<file path="src/rtl/dmem_access_ctrl.sv">
// dmem_access_ctrl
//
// Data-memory access sequencer for the RV32I core. It accepts one load or
// store from the execute stage and runs the request/grant/response handshake
// on the data-memory bus. It builds lane-replicated write data and byte
// masks, and stalls the pipeline until the access completes or is aborted.
// Load data, size, signedness and address LSBs are held stable for the load
// extraction unit until the next accepted access.
//
// Parameters:
//   TIMEOUT_CYCLES    cycles an access may stay outstanding before it is
//                     aborted (0 disables the timeout)
//
// Build option:
//   MISALIGN_TRAP_EN  when defined, a misaligned half or word access is
//                     trapped (no bus cycle, misalign_err_out pulse). When
//                     not defined, misalign_err_out is tied low and the
//                     offending address LSBs are discarded.
//
// Ports:
//   clk_in, rst_n_in        clock, asynchronous active-low reset
//   lsu_*_in                access request from the execute stage
//   lsu_done_out            one-cycle completion pulse
//   stall_out               pipeline stall
//   bus_err_out             one-cycle timeout pulse
//   misalign_err_out        one-cycle misaligned-access pulse
//   dm_*_out / dm_*_in      data-memory bus (req/gnt, rvalid/rdata)
//   dmdata_out              captured load word
//   load_size_out, load_unsigned_out, addr_1_to_0_out
//                           held controls for the load unit

module dmem_access_ctrl #(
    parameter int unsigned TIMEOUT_CYCLES = 255
) (
    input  logic        clk_in,
    input  logic        rst_n_in,
    input  logic        lsu_valid_in,
    input  logic        lsu_store_in,
    input  logic [31:0] lsu_addr_in,
    input  logic [31:0] lsu_wdata_in,
    input  logic [1:0]  lsu_size_in,
    input  logic        lsu_unsigned_in,
    output logic        lsu_done_out,
    output logic        stall_out,
    output logic        bus_err_out,
    output logic        misalign_err_out,
    output logic        dm_req_out,
    output logic        dm_we_out,
    output logic [31:0] dm_addr_out,
    output logic [31:0] dm_wdata_out,
    output logic [3:0]  dm_wmask_out,
    input  logic        dm_gnt_in,
    input  logic        dm_rvalid_in,
    input  logic [31:0] dm_rdata_in,
    output logic [31:0] dmdata_out,
    output logic [1:0]  load_size_out,
    output logic        load_unsigned_out,
    output logic [1:0]  addr_1_to_0_out
);

    localparam logic [1:0] IDLE = 2'd0;
    localparam logic [1:0] REQ  = 2'd1;
    localparam logic [1:0] RESP = 2'd2;

    logic [1:0]  state;
    logic [31:0] tmo_cnt;

    logic        store_q;
    logic [31:0] addr_q;
    logic [31:0] wdata_q;
    logic [3:0]  mask_q;
    logic [1:0]  size_q;
    logic        unsigned_q;
    logic [1:0]  lsb_q;
    logic [31:0] rdata_q;

    logic        done_q;
    logic        bus_err_q;
    logic        misalign_q;

    logic [3:0]  acc_mask;
    logic [31:0] acc_wdata;
    logic        trap;
    logic        timeout_hit;

    // Lane mask and replicated write data for the incoming request.
    always_comb begin
        acc_mask  = '0;
        acc_wdata = lsu_wdata_in;
        case (lsu_size_in)
            2'b00: begin
                acc_mask  = 4'b0001 << lsu_addr_in[1:0];
                acc_wdata = {4{lsu_wdata_in[7:0]}};
            end
            2'b01: begin
                acc_mask  = 4'b0011 << {lsu_addr_in[1], 1'b0};
                acc_wdata = {2{lsu_wdata_in[15:0]}};
            end
            default: begin
                acc_mask  = 4'b1111;
                acc_wdata = lsu_wdata_in;
            end
        endcase
        if (!lsu_store_in) begin
            acc_mask = '0;
        end
    end

`ifdef MISALIGN_TRAP_EN
    always_comb begin
        trap = ((lsu_size_in == 2'b01) && lsu_addr_in[0]) ||
               (lsu_size_in[1] && (lsu_addr_in[1:0] != 2'b00));
    end
`else
    always_comb begin
        trap = 1'b0;
    end
`endif

    // The counter holds the number of completed outstanding cycles, so the
    // abort fires at the end of the TIMEOUT_CYCLES-th cycle in REQ/RESP.
    always_comb begin
        timeout_hit = (TIMEOUT_CYCLES != 0) &&
                      (tmo_cnt == (TIMEOUT_CYCLES - 32'd1));
    end

    always_ff @(posedge clk_in or negedge rst_n_in) begin
        if (!rst_n_in) begin
            state      <= IDLE;
            tmo_cnt    <= '0;
            store_q    <= 1'b0;
            addr_q     <= '0;
            wdata_q    <= '0;
            mask_q     <= '0;
            size_q     <= '0;
            unsigned_q <= 1'b0;
            lsb_q      <= '0;
            rdata_q    <= '0;
            done_q     <= 1'b0;
            bus_err_q  <= 1'b0;
            misalign_q <= 1'b0;
        end else begin
            done_q     <= 1'b0;
            bus_err_q  <= 1'b0;
            misalign_q <= 1'b0;

            if ((state != IDLE) && (TIMEOUT_CYCLES != 0)) begin
                tmo_cnt <= tmo_cnt + 32'd1;
            end

            case (state)
                IDLE: begin
                    if (lsu_valid_in) begin
                        store_q    <= lsu_store_in;
                        addr_q     <= {lsu_addr_in[31:2], 2'b00};
                        wdata_q    <= acc_wdata;
                        mask_q     <= acc_mask;
                        size_q     <= lsu_size_in;
                        unsigned_q <= lsu_unsigned_in;
                        lsb_q      <= lsu_addr_in[1:0];
                        tmo_cnt    <= '0;
                        if (trap) begin
                            misalign_q <= 1'b1;
                        end else begin
                            state <= REQ;
                        end
                    end
                end
                REQ: begin
                    // Completion wins over a timeout landing on the same cycle.
                    if (dm_gnt_in) begin
                        if (store_q) begin
                            state  <= IDLE;
                            done_q <= 1'b1;
                        end else begin
                            state <= RESP;
                        end
                    end else if (timeout_hit) begin
                        state     <= IDLE;
                        bus_err_q <= 1'b1;
                    end
                end
                RESP: begin
                    if (dm_rvalid_in) begin
                        rdata_q <= dm_rdata_in;
                        done_q  <= 1'b1;
                        state   <= IDLE;
                    end else if (timeout_hit) begin
                        state     <= IDLE;
                        bus_err_q <= 1'b1;
                    end
                end
                default: begin
                    state <= IDLE;
                end
            endcase
        end
    end

    // Request and write enable follow the state register directly so that
    // an asynchronous reset removes them immediately.
    assign dm_req_out        = (state == REQ);
    assign dm_we_out         = (state == REQ) && store_q;
    assign dm_addr_out       = addr_q;
    assign dm_wdata_out      = wdata_q;
    assign dm_wmask_out      = mask_q;

    assign stall_out         = (state != IDLE) || lsu_valid_in;
    assign lsu_done_out      = done_q;
    assign bus_err_out       = bus_err_q;
    assign misalign_err_out  = misalign_q;

    assign dmdata_out        = rdata_q;
    assign load_size_out     = size_q;
    assign load_unsigned_out = unsigned_q;
    assign addr_1_to_0_out   = lsb_q;

endmodule

</file>
<file path="config.mk">
export PLATFORM = sky130hd
export DESIGN_NAME = dmem_access_ctrl
export DESIGN_NICKNAME = d
export VERILOG_FILES = /design/src/rtl/dmem_access_ctrl.sv
export SDC_FILE = /design/constraint.sdc
export NUM_CORES = 1
export LEC_CHECK = 0
export CORE_ASPECT_RATIO = 0.6
export CORE_MARGIN = 2
export CORE_UTILIZATION = 40
export CTS_CLUSTER_DIAMETER = 80
export CTS_CLUSTER_SIZE = 28
export DETAILED_ROUTE_END_ITERATION = 7
export DONT_BUFFER_PORTS = 1
export GPL_TIMING_DRIVEN = 0
export PLACE_DENSITY = 0.62
export SLEW_MARGIN = 25
export SYNTH_ARGS = -nofsm -noshare
export SYNTH_HDL_FRONTEND = slang
export SYNTH_SLANG_ARGS = --single-unit
</file>
<file path="constraint.sdc">
create_clock -name clk_in -period 2.6 [get_ports clk_in]
set_clock_uncertainty 0.05 [all_clocks]
set_input_delay 0.52 -clock clk_in [delete_from_list [all_inputs] [get_ports clk_in]]
set_output_delay 0.52 -clock clk_in [all_outputs]
set_load 0.01 [all_outputs]
</file>
==> results.md, run 1 <==
- Most common cell in the netlist: nand2_1
- Compound-Gate Fraction of Synth Area: roughly 6%
- Worst EP required: 2.03 ns
- Switching power: just under 3 mW
- R2R Path Start: state[0]
- Post-Route WL: approximately 15000 microns
- Synth top area share: approximately 57%
- # port buffers: 0
- Switching part of the total power: 37.16%
- # rows: 35
- Core ar.: between 15000 and 20000 sq um
- Post-synth top area cell: dfrtp_1
- Crit path kind: register to output pin
- Post-Synth Simple-Gate Area: around a fifth
- Post-synthesis sequential area ratio: 56.96%
- Adder-cell share of the synthesized area: between 1 and 1.5%
- CTS tree: yes
- Fin Setup TNS: 0 ns
- Synth Instances: a little over 600
- CTS sink cnt: 140
- # H-tree levels: 4
- Unrepaired setup endpoints after global routing: false
- 1st-iter DRT viols: about 270
- Initial Util: 40.48%
- Clock network fraction of total power: 30.8%
- CTS max path bufs: 2
- Commonest cells post-synth: nand2_1 (194), dfrtp_1 (140), mux2i_1 (44)
- Antenna violations before repair: 0
- Clock-pin slew on the worst setup and hold paths: about 0.07 ns
- I/O pins: about 220
- LEAKAGE: roughly 3.4 nW
- Max Slew Vio Count: 0
- R2r setup slk: approximately 0.29 ns
- Worst min-delay path class: input port to async pin
- Synth cell types: 43
- Main combinational cell family by area after synthesis: simple AND/OR/NAND/NOR gates
- Fin. Hold Viols: between 100 and 150
- Final worst path period need: 2.420 ns
- Gr ovfl total: 0
- DR vias: 4528
- Final setup viols: 0
- WP data arrival: between 1.5 and 2 ns
- Setup crit start: state[1]
- RD Place Congestion: 0.8400
- Synth Area in XOR/XNOR: less than 1%
- Warning count from the yosys run: 0
- Post-Syn Area per Cell: ~10 sq um
- Root Driver: clkbuf_16
- Count of state elements after synthesis: 140
- Antenna diodes: 0
- Ys async rst share: 100.0%
- Outcome: complete, but fails checks
- Fmax: a little over 400 MHz
- Worst setup SP type: register
- Crit path to: stall_out
- DRT Pass-1 Iters: 4
- Setup WS pre-CTS: approximately 0.12 ns
- Via-per-instance ratio: roughly 5.4
- DRC violations left: 0
- Worst R2R Path Depth: 8
- Top cells by area, synth: dfrtp_1 (57%), nand2_1 (12%), mux2i_1 (7.2%)
- Critical path peak fanout: 10
- Main synth FF type: dfrtp_1
- Reg2reg end: dm_wdata_out[7]
- Clock buffer count from CTS: 17
- Final period util: 93.07%
- Post-DRT Antenna Nets: 0
- Die area: approximately 16000 sq um
- Hpwl dp: approximately 11000 microns
- Largest net degree at the start of global routing: between 100 and 150
- P_int: approximately 5.0 mW
- Die X: around 160 microns
- Logic pwr share: a little under a fifth
- P&R area growth vs syn: 14.18%
- Die height: 100.1 microns
- Setup ws final: 0.1802 ns
- First-pass GRT wire length: between 20000 and 25000 microns
- Failing checks: hold timing
- Layout cell share with drive strength beyond 1: between 10% and 20%
- Max_cap viols: 0
- Final hold slack: -0.2587 ns
- Synthesized area: just over 6000 sq um
- Wire length per cell: between 15 and 20 microns
- Worst Tran Pin Value: ~1.0 ns
- Crit end category: output pin
- Max-slew headroom: between 30% and 40%
- # fillers: between 1000 and 1500
- Clock latency on the worst-skew pair: between 0.4 and 0.5 ns
- Multiplexer share of the synthesized area: a little over an eighth
- Total global-route track usage: between 10% and 20%
- PwrDens: approximately 1100 nW/um^2
- Sequential Power Share: slightly above 50%
- Vias in the first global route: 4608
- Final #Nets: roughly 740
- EDFF count, synth: 0
- Max rail drop VDD: about 0.48 mV
## routing by layer
metal / share of wire (%) / global-route usage, % / up-vias
met2: 44 / 28.00 / 211
met1: 44 / 24.60 / 2210
met3: 10 / 7.769 / 30
li1: - / - / 2077
met4: 2.2 / 7.760 / 0
met5: 0 / 0 / -
## power by group through the flow
stage | Clock [mW] | Sequential [mW] | Combinational [mW]
2_1_floorplan | 0 | 3.78 | 1.16
4_1_cts | 2.49 | 3.99 | 1.50
6_report | 2.43 | 3.98 | 1.50
3_5_place_dp | 0 | 4.00 | 1.51
5_1_grt | 2.57 | 4.09 | 1.72
3_3_place_gp | 0 | 4.01 | 1.41
## how the worst min path moves through the flow
stage | start | to | slack, ns
after global routing | rst_n_in | dm_wdata_out[19] | -0.29
after detailed placement | rst_n_in | dm_wdata_out[26] | 0.18
after CTS | rst_n_in | dm_wdata_out[18] | -0.28
final | rst_n_in | dm_wdata_out[19] | -0.26
after floorplan | rst_n_in | addr_1_to_0_out[0] | 0.17
after global placement | rst_n_in | dm_wdata_out[26] | 0.18
## worst max-delay path, cell delays in order (launching register included)
cell and delay, ns:
dfrtp_1 0.42, inv_1 0.10, ha_1 0.19, clkbuf_1 0.30, nor2b_4 0.28, inv_1 0.13
## logic make-up after synthesis
group | count (synthesis)
flip-flops | 140
AO/OA/AOI/OAI | 65
other | 1
adder cells (fa/ha/maj) | 6
AND/OR/NAND/NOR | 275
buffers and inverters | 40
multiplexers | 76
XOR/XNOR | 2
## repair_timing
action | CTS | global route
buffers inserted | 0 | 0
pin swaps | 0 | 0
gates resized for setup | 1 | 11
endpoints found under the hold margin | 140 | 140
endpoints found under the setup margin | 1 | 22
## per-stage QoR
step                util (%)  hold WS (ns)  total power [mW]  instance area, sq um  std cells
floorplan                  -        0.1744             4.940                  6158        607
global placement       42.20        0.1783             5.417                  6412        810
detailed placement     42.20        0.1788             5.512                  6412        810
CTS                    46.14       -0.2838             7.981                  7012        842
global route           46.22       -0.2894             8.385                  7023        842
finish                 46.22       -0.2587             7.906                  7023        842
## registers in the layout (all words and copies together) (netlist names)
name,flops
tmo_cnt,32
dmdata_out,32
dm_wdata_out,32
bus_err_out,1
state,2
addr_1_to_0_out,2
load_size_out,2
lsu_done_out,1
dm_wmask_out,4
dm_addr_out,30
store_q,1
load_unsigned_out,1
## cells in the final DEF (no fill, tap or decap), types with 8 or more instances in the layout
cell	instances
dfrtp_1	140
clkbuf_16	17
mux2i_1	44
mux2_2	32
o21ai_0	36
nand3_1	13
nor2_1	20
a21oi_1	13
clkbuf_1	18
nand4_1	8
nand2_1	194
## layout make-up
cell class / instances / area, sq um / area share [%]
buffer: 33 / 141.4 / 2.013
clock inverter: 15 / 171.4 / 2.441
inverter: 7 / 26.28 / 0.3741
tap: 203 / 254.0 / 3.617
sequential: 140 / 3503 / 49.88
clock buffer: 17 / 425.4 / 6.057
multi-input combinational: 427 / 2501 / 35.61
(Power assumes the default switching activity.)
==> run 2, diff against run 1 <==
- CORE_ASPECT_RATIO: 0.6 -> 2
- GPL_TIMING_DRIVEN: 0 -> unset
==> run 2 against run 1 <==
  * Critical path depth shrank 1
  * Via count down 6.6%
  * The run still ends with hold timing left
  * Largest cell class unchanged
  * Cell count down 3.8%
  * Flip-flop and latch count did not move
  * First-iteration DRC count shrank 41%
  * Combinational power decreased by 7%
  * Core utilization is 0.29 points lower
  * Global-route usage decreased by 1.2 points
  * Worst setup slack improved by 0.074 ns
  * Register-to-register slack gained 0.10 ns
  * Count of clock-buffer cells in the layout increased by 1
  * Non-clock buffer count down 27
==> results.md, run 2 (same netlist as run 1, synthesis figures left out) <==
- Gr ovfl total: 0 (unchanged)
- Finished Cell Area: 6950 sq um (was 7023 sq um)
- LEAKAGE: 3.397 nW (was 3.422 nW)
- Buffers and inverters on the worst path: 2 (was 3)
- Met1 Usage GRT: 22.07% (was 24.60%)
- Clock-pin slew on the worst setup and hold paths: 0.06 ns (was 0.07 ns)
- # port buffers: 0 (unchanged)
- Die area: 16450 sq um (was 16420 sq um)
- Final hold slack: -0.2529 ns (was -0.2587 ns)
- # Post-CTS Setup Buffers: 0 (unchanged)
- M2 GR Usage: 27.67% (was 28.00%)
- Die height: 179.4 microns (was 100.1 microns)
- WP data arrival: 1.78 ns (was 1.85 ns)
- Largest net degree at the start of global routing: 141 (unchanged)
- Fin cells: 810 (was 842)
- CTS max path bufs: 2 (unchanged)
- Via-per-instance ratio: 5.223 (was 5.378)
- DR vias: 4231 (was 4528)
- Setup ws final: 0.2542 ns (was 0.1802 ns)
- Antenna diodes: 0 (unchanged)
- RD Place Congestion: 0.7982 (was 0.8400)
- Total global-route track usage: 17.63% (was 18.88%)
- Final Power: 7.834 mW (was 7.906 mW)
- # rows: 64 (was 35)
- Max_cap viols: 0 (unchanged)
- Worst R2R Path Depth: 6 (was 8)
- Die X: 91.69 microns (was 164.1 microns)
- DRC violations left: 0 (unchanged)
- Slowest-stage cell, CP: dfrtp_1 (unchanged)
- Worst setup SP type: register (unchanged)
- Fin Setup TNS: 0 ns (unchanged)
- Most used cell, CP: inv_1 (unchanged)
- Worst Tran Pin Value: 0.7056 ns (was 1.026 ns)
- M3 GR Usage: 6.566% (was 7.769%)
- Vias in the first global route: 4260 (was 4608)
- Wire length per cell: 17.35 microns (was 18.16 microns)
- Critical Path Max Stage Delay: 0.42 ns (about the same)
- Clock buffer count from CTS: 17 (unchanged)
- Failing checks: hold timing (unchanged)
- R2R Path Start: state[0] (unchanged)
- Final setup viols: 0 (unchanged)
- Max-slew headroom: 52.96% (was 31.35%)
- Reg2reg end: tmo_cnt[15] (was dm_wdata_out[7])
- Commonest non-fill, non-tap cell in the layout: nand2_1 (unchanged)
- Outcome: complete, but fails checks (unchanged)
- # H-tree levels: 4 (unchanged)
- Max Slew Vio Count: 0 (unchanged)
- Core ar.: 15130 sq um (was 15200 sq um)
- DRT Pass-1 Iters: 4 (unchanged)
- Antenna violations before repair: 0 (unchanged)
- P&R area growth vs syn: 13.00% (was 14.18%)
- Fmax: 426.3 MHz (was 413.3 MHz)
- Final period util: 90.22% (was 93.07%)
- Worst min-delay path class: input port to async pin (unchanged)
- CTS tree: yes (unchanged)
- Critical path peak fanout: 12 (was 10)
- Crit end category: output pin (unchanged)
- Clock latency on the worst-skew pair: 0.42 ns (was 0.41 ns)
- Final #Nets: 710 (was 737)
- Crit path kind: register to output pin (unchanged)
- Area after DPL: 6350 sq um (was 6412 sq um)
- Hpwl dp: 9535 microns (was 11160 microns)
- Commonest non-fill, non-tap cells in the layout: nand2_1 (193), dfrtp_1 (140), mux2i_1 (44), o21ai_0 (36), mux2_2 (32) (was nand2_1 (194), dfrtp_1 (140), mux2i_1 (44), o21ai_0 (36), mux2_2 (32))
- Fin. Hold Viols: 140 (unchanged)
- Layout cell share with drive strength beyond 1: 12.91% (was 12.52%)
- R2r setup slk: 0.39 ns (was 0.29 ns)
- 1st-iter DRT viols: 157 (was 267)
- Post-Place Cells: 778 (was 810)
- I/O pins: 216 (unchanged)
- Top Usage Layer GRT: met2 (unchanged)
- Max rail drop VDD: 0.8249 mV (was 0.4752 mV)
- Unrepaired setup endpoints after global routing: false (unchanged)
- Crit-path cells: inv_1 > ha_1 > nor2b_2 > inv_1 (was inv_1 > ha_1 > clkbuf_1 > nor2b_4 > inv_1)
- Crit path max-delay family: flip-flops (was buffers and inverters)
- Root Driver: clkbuf_16 (unchanged)
- Post-Route WL: 14050 microns (was 15290 microns)
- PwrDens: 1127 nW/um^2 (was 1126 nW/um^2)
- Setup WS pre-CTS: 0.4098 ns (was 0.1239 ns)
- First-pass GRT wire length: 22600 microns (was 23980 microns)
- Final worst path period need: 2.346 ns (was 2.420 ns)
- Initial Util: 40.64% (was 40.48%)
- Worst EP required: 2.03 ns (about the same)
- Post-DRT Antenna Nets: 0 (unchanged)
- CTS sink cnt: 140 (unchanged)
==> run 2: metrics by stage <==
stage / utilization (%) / hold slack, ns
final: 45.92 / -0.2529
after CTS: 45.91 / -0.2748
after global placement: 41.96 / 0.1774
after floorplan: - / 0.1744
after detailed placement: 41.96 / 0.1780
after global routing: 45.92 / -0.2806
==> run 2: power by group <==
| part | internal [mW] | switching [mW] | total, mW |
|---|---|---|---|
| clock network | 1.51 | 0.958 | 2.47 |
| logic | 0.606 | 0.781 | 1.39 |
| registers | 2.99 | 0.994 | 3.98 |
==> run 2: metal layers <==
| metal | up-vias | share of wire (%) |
|---|---|---|
| li1 | 2025 | - |
| met1 | 2023 | 41 |
| met2 | 166 | 48 |
| met3 | 17 | 9.4 |
| met4 | 0 | 1.6 |
| met5 | - | 0 |
==> run 2: final cells by class <==
cell class                 count  area, sq um
clock buffer                  18        429.2
clock inverter                14        168.9
fill                        1426         8184
inverter                       7        26.28
multi-input combinational    427         2505
sequential                   140         3503
tap                          198        247.7
timing repair buffer           6        70.07
==> run 2: worst max-delay path by stage <==
stage / startpoint / end / slack (ns) / cells after the start
floorplan: state[0] / stall_out / 0.73 / 5
global placement: state[0] / tmo_cnt[31] / 0.48 / 6
detailed placement: state[0] / tmo_cnt[31] / 0.41 / 6
CTS: state[0] / stall_out / 0.13 / 4
global route: state[0] / stall_out / 0.07 / 4
finish: state[0] / stall_out / 0.25 / 4
==> run 2: repair_timing <==
action	4_1_cts	5_1_grt
resized for setup	0	1
endpoints found under the hold margin	140	140
setup endpoints to repair	0	1
==> run 3, diff against run 2 <==
--- a/config.mk
+++ b/config.mk
@@ -7,2 +7,3 @@
 export LEC_CHECK = 0
+export BUFFER_PORTS_ARGS = -buffer_cell sky130_fd_sc_hd__buf_2
 export CORE_ASPECT_RATIO = 2
@@ -13,4 +14,4 @@
 export DETAILED_ROUTE_END_ITERATION = 7
-export DONT_BUFFER_PORTS = 1
-export PLACE_DENSITY = 0.62
+export PLACE_DENSITY = 0.74
+export RECOVER_POWER = 25
 export SLEW_MARGIN = 25
--- a/constraint.sdc
+++ b/constraint.sdc
@@ -4,2 +4,2 @@
 set_output_delay 0.52 -clock clk_in [all_outputs]
-set_load 0.01 [all_outputs]
+set_load 0.05 [all_outputs]
==> run 3 against run 2 <==
  * The run now ends clean
  * Fmax fell by 2.4%
  * Combinational power rose to 3.7 times the previous value
  * Core utilization rose by 7.3 points
  * Cell count rose by 27%
  * Hold slack improved by 0.49 ns
  * Highest routed layer unchanged
  * Sequential power fell by 14%
  * Flip-flop and latch count did not move
  * Routed wire length rose by 11%
==> results.md, run 3 (same netlist as run 1, synthesis figures left out) <==
- Outcome: finished, final reports clean (was complete, but fails checks)
- Layout cell share with drive strength beyond 1: 35.82% (was 12.91%)
- Post-Route WL: 15610 microns (was 14050 microns)
- DRC violations left: 0 (unchanged)
- Unrepaired setup endpoints after global routing: false (unchanged)
- CTS max path bufs: 2 (unchanged)
- Gr ovfl total: 0 (unchanged)
- Fmax: 416.0 MHz (was 426.3 MHz)
- R2R Path Start: state[0] (unchanged)
- Most used cell, CP: inv_1 (unchanged)
- DR vias: 5177 (was 4231)
- DRT Pass-1 Iters: 4 (unchanged)
- Final setup viols: 0 (unchanged)
- Worst R2R Path Depth: 6 (unchanged)
- Slowest-stage cell, CP: dfrtp_1 (unchanged)
- Max Slew Vio Count: 0 (unchanged)
- # Post-CTS Setup Buffers: 0 (unchanged)
- I/O pins: 216 (unchanged)
- RD Place Congestion: 0.8071 (was 0.7982)
- Final worst path period need: 2.404 ns (was 2.346 ns)
- Final #Nets: 930 (was 710)
- LEAKAGE: 4.313 nW (was 3.397 nW)
- Finished Core Util: 53.20% (was 45.92%)
- Antenna diodes: 0 (unchanged)
- Finished Cell Area: 8051 sq um (was 6950 sq um)
- Crit path kind: register to output pin (unchanged)
- Crit-path cells: inv_1 > ha_1 > nor2b_1 > inv_1 > buf_2 (was inv_1 > ha_1 > nor2b_2 > inv_1)
- Area after DPL: 7495 sq um (was 6350 sq um)
- Initial Util: 40.64% (unchanged)
- Clock latency on the worst-skew pair: 0.41 ns (was 0.42 ns)
- Max rail drop VDD: 0.8890 mV (was 0.8249 mV)
- # rows: 64 (unchanged)
- Total global-route track usage: 19.56% (was 17.63%)
- Root Driver: clkbuf_16 (unchanged)
- Largest net degree at the start of global routing: 56 (was 141)
- First-pass GRT wire length: 25360 microns (was 22600 microns)
- PwrDens: 1359 nW/um^2 (was 1127 nW/um^2)
- CTS resizes: 0 (unchanged)
- Critical Path Max Stage Delay: 0.42 ns (about the same)
- Die height: 179.4 microns (unchanged)
- WP data arrival: 1.83 ns (was 1.78 ns)
- Clock buffer count from CTS: 17 (unchanged)
- Antenna violations before repair: 0 (unchanged)
- Worst Tran Pin Value: 1.113 ns (was 0.7056 ns)
- Die area: 16450 sq um (unchanged)
- Vias in the first global route: 5148 (was 4260)
- Reg2reg end: tmo_cnt[15] (unchanged)
- CTS tree: yes (unchanged)
- Worst min-delay path class: input port to register (was input port to async pin)
- Fin. Hold Viols: 0 (was 140)
- # port buffers: 212 (was 0)
- Via-per-instance ratio: 5.026 (was 5.223)
- Final hold slack: 0.2406 ns (was -0.2529 ns)
- Commonest non-fill, non-tap cells in the layout: buf_2 (211), nand2_1 (193), dfrtp_1 (140), mux2i_1 (44), o21ai_0 (36) (was nand2_1 (193), dfrtp_1 (140), mux2i_1 (44), o21ai_0 (36), mux2_2 (32))
- P&R area growth vs syn: 30.90% (was 13.00%)
- Wire length per cell: 15.16 microns (was 17.35 microns)
- Core ar.: 15130 sq um (unchanged)
- Worst setup SP type: register (unchanged)
- CTS sink cnt: 140 (unchanged)
- Setup crit start: state[0] (unchanged)
- Clock-pin slew on the worst setup and hold paths: 0.07 ns (was 0.06 ns)
- 1st-iter DRT viols: 275 (was 157)
- R2r setup slk: 0.36 ns (was 0.39 ns)
- Die X: 91.69 microns (unchanged)
- Post-DRT Antenna Nets: 0 (unchanged)
- Commonest non-fill, non-tap cell in the layout: buf_2 (was nand2_1)
- Max-slew headroom: 25.77% (was 52.96%)
- Fin Setup TNS: 0 ns (unchanged)
- Hpwl dp: 11260 microns (was 9535 microns)
- Worst EP required: 2.03 ns (about the same)
- Max_cap viols: 0 (unchanged)
- Final period util: 92.45% (was 90.22%)
- Critical path peak fanout: 12 (unchanged)
- Hold_buf cts: 1
- Crit end category: output pin (unchanged)
- # H-tree levels: 4 (unchanged)
- Crit path to: stall_out (unchanged)
-- run 3: how the worst min path moves through the flow --
stage	startpoint	slack, ns	to	cells past startpoint
after floorplan	rst_n_in	0.17	addr_1_to_0_out[0]	0
after global placement	dm_addr_out[14]	0.40	dm_addr_out[14]	2
after detailed placement	dm_addr_out[17]	0.41	dm_addr_out[17]	2
after CTS	lsu_addr_in[13]	0.22	dm_addr_out[13]	3
after global routing	lsu_addr_in[27]	0.22	dm_addr_out[27]	3
final	lsu_addr_in[27]	0.24	dm_addr_out[27]	3
-- run 3: power breakdown --
group	total (mW)	switching (mW)	leakage (nW)	internal [mW]
clock network	2.31	1.03	0.270	1.28
registers	3.43	0.447	1.79	2.98
logic	5.20	3.99	2.25	1.21
-- run 3: through the flow --
stage | power (mW) | cells | setup WS [ns]
finish | 10.94 | 1030 | 0.1962
global route | 11.53 | 1030 | 0.05203
CTS | 11.06 | 1030 | 0.1810
detailed placement | 8.702 | 997 | 0.4192
global placement | 8.591 | 997 | 0.4849
floorplan | 7.305 | 607 | 0.5198
-- run 3: final cells by class --
class / instances / area, sq um
sequential: 140 / 3503
timing repair buffer: 226 / 1206
fill: 1344 / 7083
tap: 198 / 247.7
clock buffer: 18 / 439.2
clock inverter: 14 / 126.4
inverter: 7 / 26.28
multi-input combinational: 427 / 2502
-- run 3: layer usage --
| metal | GRT usage, % | vias up | part of all wire (%) | routed length (microns) |
|---|---|---|---|---|
| li1 | - | 2481 | - | - |
| met1 | 23.66 | 2489 | 41 | 6414 |
| met2 | 33.03 | 197 | 50 | 7764 |
| met3 | 6.524 | 10 | 8.2 | 1285 |
| met4 | 6.124 | 0 | 0.94 | 146 |
| met5 | 0 | - | 0 | 0 |
-- run 3: worst max-delay path, delay by kind of cell (launching register included) --
kind | cells | cell delay [ns]
DFF | 1 | 0.42
buffers and inverters | 3 | 0.39
adders and majority gates | 1 | 0.38
and+or+nand+nor | 1 | 0.22
